## config.mk

```make
export PLATFORM = sky130hd
export DESIGN_NAME = adq_readout
export DESIGN_NICKNAME = d
export VERILOG_FILES = /design/src/rtl/adq_readout.sv
export SDC_FILE = /design/constraint.sdc
export NUM_CORES = 1
export LEC_CHECK = 0
export ABC_AREA = 1
export CAP_MARGIN = 40
export CORE_MARGIN = 5
export CORE_UTILIZATION = 30
export DETAILED_ROUTE_END_ITERATION = 8
export GPL_TIMING_DRIVEN = 0
export PLACE_DENSITY = 0.65
export SLEW_MARGIN = 20
export SYNTH_ARGS = -nofsm -noshare
export SYNTH_HDL_FRONTEND = slang
export SYNTH_SLANG_ARGS = --single-unit
```

## constraint.sdc

```tcl
create_clock -name clk_i -period 1.2 [get_ports clk_i]
set_input_delay 0.24 -clock clk_i [delete_from_list [all_inputs] [get_ports clk_i]]
set_output_delay 0.24 -clock clk_i [all_outputs]
set_load 0.01 [all_outputs]
```

## src/rtl/adq_readout.sv

```systemverilog
// Sequential readout of the sample memory from address 0, streamed over valid/ready.
// One word is in flight at a time: RD issues the read, WAIT captures it, SEND holds it.
module adq_readout #(
    parameter int unsigned DATA_W = 32,
    parameter int unsigned ADD_S  = 8
) (
    input  logic              clk_i,
    input  logic              rst_i,
    input  logic              init_i,
    input  logic [ADD_S:0]    n_samples_i,
    output logic [ADD_S-1:0]  mem_add_o,
    output logic              mem_rd_o,
    input  logic [DATA_W-1:0] mem_data_i,
    output logic [DATA_W-1:0] out_data_o,
    output logic              out_valid_o,
    input  logic              out_ready_i,
    output logic              out_last_o,
    output logic              busy_o,
    output logic              done_o
);

    typedef enum logic [2:0] {StIdle, StRd, StWait, StSend, StDone} state_e;

    state_e              state_q, state_d;
    logic [ADD_S-1:0]    add_q, add_d;
    logic [ADD_S:0]      len_q, len_d;
    logic [DATA_W-1:0]   data_q, data_d;
    logic                valid_q, valid_d;
    logic                last_q, last_d;

    always_ff @(posedge clk_i) begin
        if (rst_i) begin
            state_q <= StIdle;
            add_q   <= '0;
            len_q   <= '0;
            data_q  <= '0;
            valid_q <= 1'b0;
            last_q  <= 1'b0;
        end else begin
            state_q <= state_d;
            add_q   <= add_d;
            len_q   <= len_d;
            data_q  <= data_d;
            valid_q <= valid_d;
            last_q  <= last_d;
        end
    end

    always_comb begin
        state_d = state_q;
        add_d   = add_q;
        len_d   = len_q;
        data_d  = data_q;
        valid_d = valid_q;
        last_d  = last_q;
        unique case (state_q)
            StIdle, StDone: begin
                if (init_i) begin
                    len_d   = n_samples_i;
                    add_d   = '0;
                    state_d = (n_samples_i == '0) ? StDone : StRd;
                end
            end
            StRd: state_d = StWait;
            StWait: begin
                data_d  = mem_data_i;
                valid_d = 1'b1;
                // len_q is nonzero here, so len_q-1 cannot underflow
                last_d  = ({1'b0, add_q} == (len_q - (ADD_S + 1)'(1)));
                state_d = StSend;
            end
            StSend: begin
                if (out_ready_i) begin
                    valid_d = 1'b0;
                    if (last_q) begin
                        last_d  = 1'b0;
                        state_d = StDone;
                    end else begin
                        add_d   = add_q + ADD_S'(1);
                        state_d = StRd;
                    end
                end
            end
            default: state_d = StIdle;
        endcase
    end

    assign mem_add_o   = add_q;
    assign mem_rd_o    = (state_q == StRd);
    assign out_data_o  = data_q;
    assign out_valid_o = valid_q;
    assign out_last_o  = last_q;
    assign busy_o      = (state_q == StRd) || (state_q == StWait) || (state_q == StSend);
    assign done_o      = (state_q == StDone);

endmodule

```

## Word level (Yosys, flattened, before mapping)

Cells that the tools add are included.

| word-level totals | value |
|---|---|
| input port bits | 45 |
| output and inout bits | 45 |
| register bits after elaboration | 54 |
| word-level logic and storage cells | 39 |

| cells by class | value |
|---|---|
| mux-type cells | 12 |
| equality and inequality tests | 8 |
| add/sub/neg operators | 2 |
| reductions and logical operators | 11 |

Operators with widths:

| operator | number |
|---|---|
| 2-to-1 mux 8 bit | 3 |
| case mux 8 bit (2 select lines) | 1 |
| 2-to-1 mux 3 bit | 4 |
| case mux 3 bit (4 select lines) | 1 |
| equality test 8 x 9 -> 1 bit | 1 |
| logical NOT 9 bit | 1 |
| subtractor 9 x 1 -> 9 bit, second input constant | 1 |
| adder 8 x 1 -> 8 bit, second input constant | 1 |
| equality test 3 x 2 -> 1 bit, second input constant | 2 |
| inequality test 2 bit, second input constant | 3 |
| AND reduction 2 bit | 3 |
| case mux 1 bit (2 select lines) | 2 |
| AND reduction 4 bit | 1 |
| nonzero test 2 bit | 2 |
| equality test 3 x 1 -> 1 bit, second input constant | 1 |
| equality test 3 bit, second input constant | 1 |
| logical NOT 3 bit | 1 |
| logical OR 1 bit | 2 |
| OR reduction 2 bit | 1 |
| 2-to-1 mux 1 bit | 1 |

## Logic depth before layout (Yosys ltp)

| logic depth | value |
|---|---|
| depth in word-level cells | 4 |
| depth in mapped cells | 11 |
| gate-level depth less buffers | 11 |

## Worst setup path after synthesis

Ideal clock, no wire load.

| path | value |
|---|---|
| path type | reg2reg |
| start point | reg len_q[0] |
| end point | reg last_q, in the netlist out_last_o |
| clock period less this slack | 1.311 ns |
| path slack | -0.111 ns |
| buffers on the path | 0 |
| cell stages (with the launch flop) | 11 |
| library setup time | 0.070 ns |
| data required time | 1.130 ns |
| arrival time | 1.241 ns |
| cells stage by stage | dfxtp_1 > inv_1 > ha_1 > inv_1 > nand2_1 > nand2_1 > nor2_1 > nand3_1 > nor2_1 > nand4_1 > a21oi_1 |

| between the ends | value |
|---|---|
| word-level cells in the longest chain between the ends | 3 |

RTL lines:

| item | RTL line | text |
|---|---|---|
| start: declaration | 26 | `logic [ADD_S:0] len_q, len_d;` |
| start signal: assignment | 42 | `len_q <= len_d;` |
| subtractor 9 x 1 -> 9 bit | 69 | `last_d = ({1'b0, add_q} == (len_q - (ADD_S + 1)'(1)));` |
| equality test 8 x 9 -> 1 bit | 69 |  |
| case mux 1 bit (2 select lines) | 56 | `unique case (state_q)` |
| end signal: assignment | 45 | `last_q <= last_d;` |
| end: declaration | 29 | `logic last_q, last_d;` |

Every way passes these cells.
A chain may end at the register's enable or synchronous reset.

## Worst setup path after layout

| path | value |
|---|---|
| start point | reg state_q[1] |
| end point | reg add_q[1], in the netlist mem_add_o[1] |

| between the ends | value |
|---|---|
| word-level cells in the longest chain between the ends | 4 |
| elaborated cells on any way between the ends | 10 |
| those cells by class | eq/ne: 5; mux: 1; reduce/logical: 4 |

RTL lines:

| item | RTL line | text |
|---|---|---|
| start: declaration | 24 | `state_e state_q, state_d;` |
| start signal: assignment | 33 | `state_q <= StIdle;` |
| start signal: assignment | 40 | `state_q <= state_d;` |
| equality test 3 bit or logical NOT 3 bit (tied branches) | 56 |  |
| OR reduction 2 bit | 56 |  |
| inequality test 2 bit (no source line) or nonzero test 2 bit (tied branches) | n/a |  |
| AND reduction 4 bit (no source line) | n/a |  |
| end signal: assignment | 34 | `add_q <= '0;` |
| end signal: assignment | 41 | `add_q <= add_d;` |
| end: declaration | 25 | `logic [ADD_S-1:0] add_q, add_d;` |

Parallel ways exist; a longest one is shown, timed or not.

==> impl_summary.txt <==
----------------------------------------------------
[Global route]
  Via count of the first global-routing pass ... 2,477
  Most heavily used metal layer in global routing ... met2
  Met2 Track Usage GR ... 24.9%
  First-pass GRT wire length ... about 12 mm
  Met3 Track Usage GR ... 3.65%
  All-Layer GR Usage ... 14.7%
  Maximum number of pins on one net before global-route repair ... 19
  Number of antenna violations at the first check in global routing ... 0
  GRT met1 Usage ... 18.7%
  Grt total ovfl ... 0

[Timing]
  Final hold slack ... 0.355 ns
  Total count of max-transition violations in the final report ... 0
  Worst Max-Slew Pin Slew ... 0.622 ns
  Post-route clock skew ... 0.0139 ns
  Final hold violation count ... 0
  Min Tclk post-route ... 1.45 ns
  Crit path setup slack, layout ... -0.255 ns
  Share of the clock period used by the worst path after layout ... 121%
  Highest attainable clock frequency ... 0.687 GHz
  Setup repair after global routing missed its margin ... yes
  Normalized max-slew margin ... 58.5%
  Summed negative setup slack over all endpoints ... -9.11 ns
  Number of failing setup endpoints in the final timing report ... 57

[Yosys]
  Number of different library cells in the post-synthesis netlist ... 23
  Sequential-to-total area share from yosys stat ... 45.2%
  Average cell area after synthesis ... 6.84 µm²
  Number of standard cells after synthesis ... 350
  Netlist area before placement ... about 0.0024 mm²
  Area leader, netlist ... sky130_fd_sc_hd__dfxtp_1
  Leading register cell type out of synthesis ... sky130_fd_sc_hd__dfxtp_1
  Leading post-synthesis cells by cell area ... sky130_fd_sc_hd__dfxtp_1 (45%), sky130_fd_sc_hd__nand2_1 (20%), sky130_fd_sc_hd__a21oi_1 (9.4%), sky130_fd_sc_hd__nor2_1 (5.6%), sky130_fd_sc_hd__inv_1 (4.4%)
  Synthesized netlist net count ... a little under 400
  Ranking of synthesized cells by instance count ... sky130_fd_sc_hd__nand2_1 (128), sky130_fd_sc_hd__dfxtp_1 (54), sky130_fd_sc_hd__a21oi_1 (45), sky130_fd_sc_hd__nor2_1 (36), sky130_fd_sc_hd__inv_1 (28)
  Portion of synthesized cell area occupied by the leading cell type ... roughly 45%
  EDFF count, synth ... 0
  Async set or reset register ratio after synthesis ... 0%
  FF+latch count, synth ... 54
  Most frequent cell after synthesis ... sky130_fd_sc_hd__nand2_1
  Yosys Warn Count ... 0

[Critical path]
  Worst reg-to-reg path cell count ... 9
  Crit path from ... state_q[1]
  Worst reg2reg startpoint ... state_q[1]
  Worst Setup End Kind ... register
  Register-to-register setup slack ... -0.25 ns
  Data required, critical path ... 1.39 ns
  Worst flop-to-flop path endpoint ... mem_add_o[1]
  Arrival time of data at the critical path endpoint ... 1.65 ns
  Critical path type ... register to register
  Endpoint of the most critical setup path ... mem_add_o[1]
  Sort of element at the start of the critical path ... register
  Crit Path Max Fanout ... 4

[Die]
  FP Rows ... 32
  I/O Pins ... 90
  Height of the die ... 99.3 µm
  Die area ... 0.00986 mm²
  Core Area ... 0.00777 mm²
  Initial Util ... a little under a third
  Chip Width ... approximately 99 µm

[CTS]
  Max clock buf depth ... 2
  Number of clock sinks seen by CTS ... 54
  CTS tree ... built
  Clock-pin slew on the worst setup and hold paths ... roughly 0.11 ns
  Clk_lat worst skew ... between 0.3 and 0.4 ns
  CTS H-Tree Depth ... 2
  Total CTS buffers ... 5
  Root buffer cell ... sky130_fd_sc_hd__clkbuf_8

[Status]
  Run status ... finished with violations
  Violations in the final reports ... setup timing

[Power]
  LEAKAGE ... 1.74 nW
  IR drop worst, VDD ... 878 µV
  Cell Pwr Density ... around 1700 mW/mm²

[Finish]
  Post-route standard cell area excluding fillers ... about 0.0043 mm²
  Total Nets Final ... 521
  Proportion of layout cells with a drive suffix above 1 ... 38.7%
  Area growth from synthesis to layout ... 80.0%
  Number of inserted diodes ... 0
  Filler Cell Count ... slightly above 700

[Detailed routing]
  Detail Route Antenna Nets ... 0
  Total detailed-routing wirelength ... 8.30 mm
  DRC violations left ... 0
  Routed wire per std cell ... 14.4 µm
  Vias per cell ... roughly 4.7
  First-pass iteration count of the detailed router ... 4
  Number of DRC violations after detailed-routing iteration 0 ... 94
  Overall via count from detail_route ... about 2,700

[Place]
  Placed cell area ... 0.00345 mm²
  Count of buffers inserted at the top-level ports ... around 90
  Final RePlAce weighted congestion ... 0.865
  Placed wire-length estimate ... 5.50 mm

[Hold path]
  Worst min path class ... input port to register

[Run]
  Number of max-cap violations ... 0

----------------------------------------------------
-- layer usage --
metal	wire length, µm	up-vias	share of wire [%]
met1	3490	1260	42
met2	4260	67	51
met5	0	-	0
li1	-	1359	-
met3	471	7	5.7
met4	80	0	0.96
-- power by group --
part           switching (mW)  total, mW  leakage [nW]  internal, mW
logic                    1.82       3.50          1.23          1.68
registers               0.282       2.38         0.453          2.10
clock network           0.631       1.26        0.0587         0.634
-- metrics by stage --
stage                     setup WS [ns]  util (%)  power, mW  instances
after floorplan                 -0.0387         -       3.66        350
after global placement           -0.640      44.4       4.57        541
after detailed placement         -0.641      44.4       4.58        541
after CTS                        -0.203      48.6       6.24        563
after global routing             -0.390      55.5       7.57        577
final                            -0.255      55.5       7.14        577
-- layout make-up --
cell class / instances / area [µm²] / area share, %
multi-input cells: 252 / 1570 / 36.5
flip-flops and latches: 54 / 1120 / 26.1
repair buffers: 116 / 1100 / 25.5
inverters: 32 / 140 / 3.25
well taps: 102 / 128 / 2.96
plain buffers: 12 / 124 / 2.87
clock buffers: 5 / 68.8 / 1.60
clock inverters: 3 / 47.5 / 1.10
repair inverters: 1 / 6.26 / 0.145
-- cell families after synthesis --
kind of cell	after synthesis	share of synthesized area [%]
AO/OA/AOI/OAI	62	14.1
XOR/XNOR	4	1.46
adder cells (fa/ha/maj)	2	1.05
buffers and inverters	44	7.27
flip-flops	54	45.2
AND/OR/NAND/NOR	184	31.0
-- critical path, cell delays in order, from the launching register on --
cell,delay [ns]
sky130_fd_sc_hd__dfxtp_4,0.40
sky130_fd_sc_hd__nor2_4,0.19
sky130_fd_sc_hd__inv_4,0.07
sky130_fd_sc_hd__buf_6,0.12
sky130_fd_sc_hd__nor2_4,0.18
sky130_fd_sc_hd__buf_6,0.12
sky130_fd_sc_hd__buf_6,0.09
sky130_fd_sc_hd__nor2_4,0.04
sky130_fd_sc_hd__inv_4,0.08
sky130_fd_sc_hd__a211oi_2,0.04
-- placed cells by master (no fill, tap or decap), types with 4 or more instances in the layout --
cell,count
sky130_fd_sc_hd__a211oi_2,5
sky130_fd_sc_hd__a21oi_1,23
sky130_fd_sc_hd__a21oi_2,21
sky130_fd_sc_hd__buf_4,12
sky130_fd_sc_hd__buf_6,15
sky130_fd_sc_hd__buf_8,5
sky130_fd_sc_hd__clkbuf_2,18
sky130_fd_sc_hd__clkbuf_8,5
sky130_fd_sc_hd__clkdlybuf4s15_1,20
sky130_fd_sc_hd__clkdlybuf4s50_1,42
sky130_fd_sc_hd__dfxtp_1,28
sky130_fd_sc_hd__dfxtp_2,22
sky130_fd_sc_hd__dfxtp_4,4
sky130_fd_sc_hd__dlygate4sd2_1,5
sky130_fd_sc_hd__inv_1,23
sky130_fd_sc_hd__inv_4,7
sky130_fd_sc_hd__nand2_1,99
sky130_fd_sc_hd__nand2_2,8
sky130_fd_sc_hd__nand2_4,23
sky130_fd_sc_hd__nand3_1,8
sky130_fd_sc_hd__nor2_1,22
sky130_fd_sc_hd__nor2_4,13
-- worst min path at each step --
stage	to	cells after the start	start	slack, ns
floorplan	len_q[6]	2	n_samples_i[6]	0.39
global placement	out_data_o[4]	2	out_data_o[4]	0.45
detailed placement	out_data_o[27]	2	out_data_o[27]	0.45
CTS	len_q[7]	3	n_samples_i[7]	0.35
global route	len_q[7]	3	n_samples_i[7]	0.37
finish	len_q[7]	3	n_samples_i[7]	0.35
-- state kept, by name, indices dropped and copies added, names as in the netlist --
register and flops:
out_data_o 32, state_q 3, out_last_o 1, mem_add_o 8
len_q 9, out_valid_o 1
-- repair_timing --
item                       4_1_cts  5_1_grt
buffers inserted                13       10
pin swaps                       19       20
hold buffers                     0        0
gates cloned                     1        4
setup endpoints to repair       97       85
resized for setup              127      170
No activity file was read; power rests on OpenSTA's default activity.
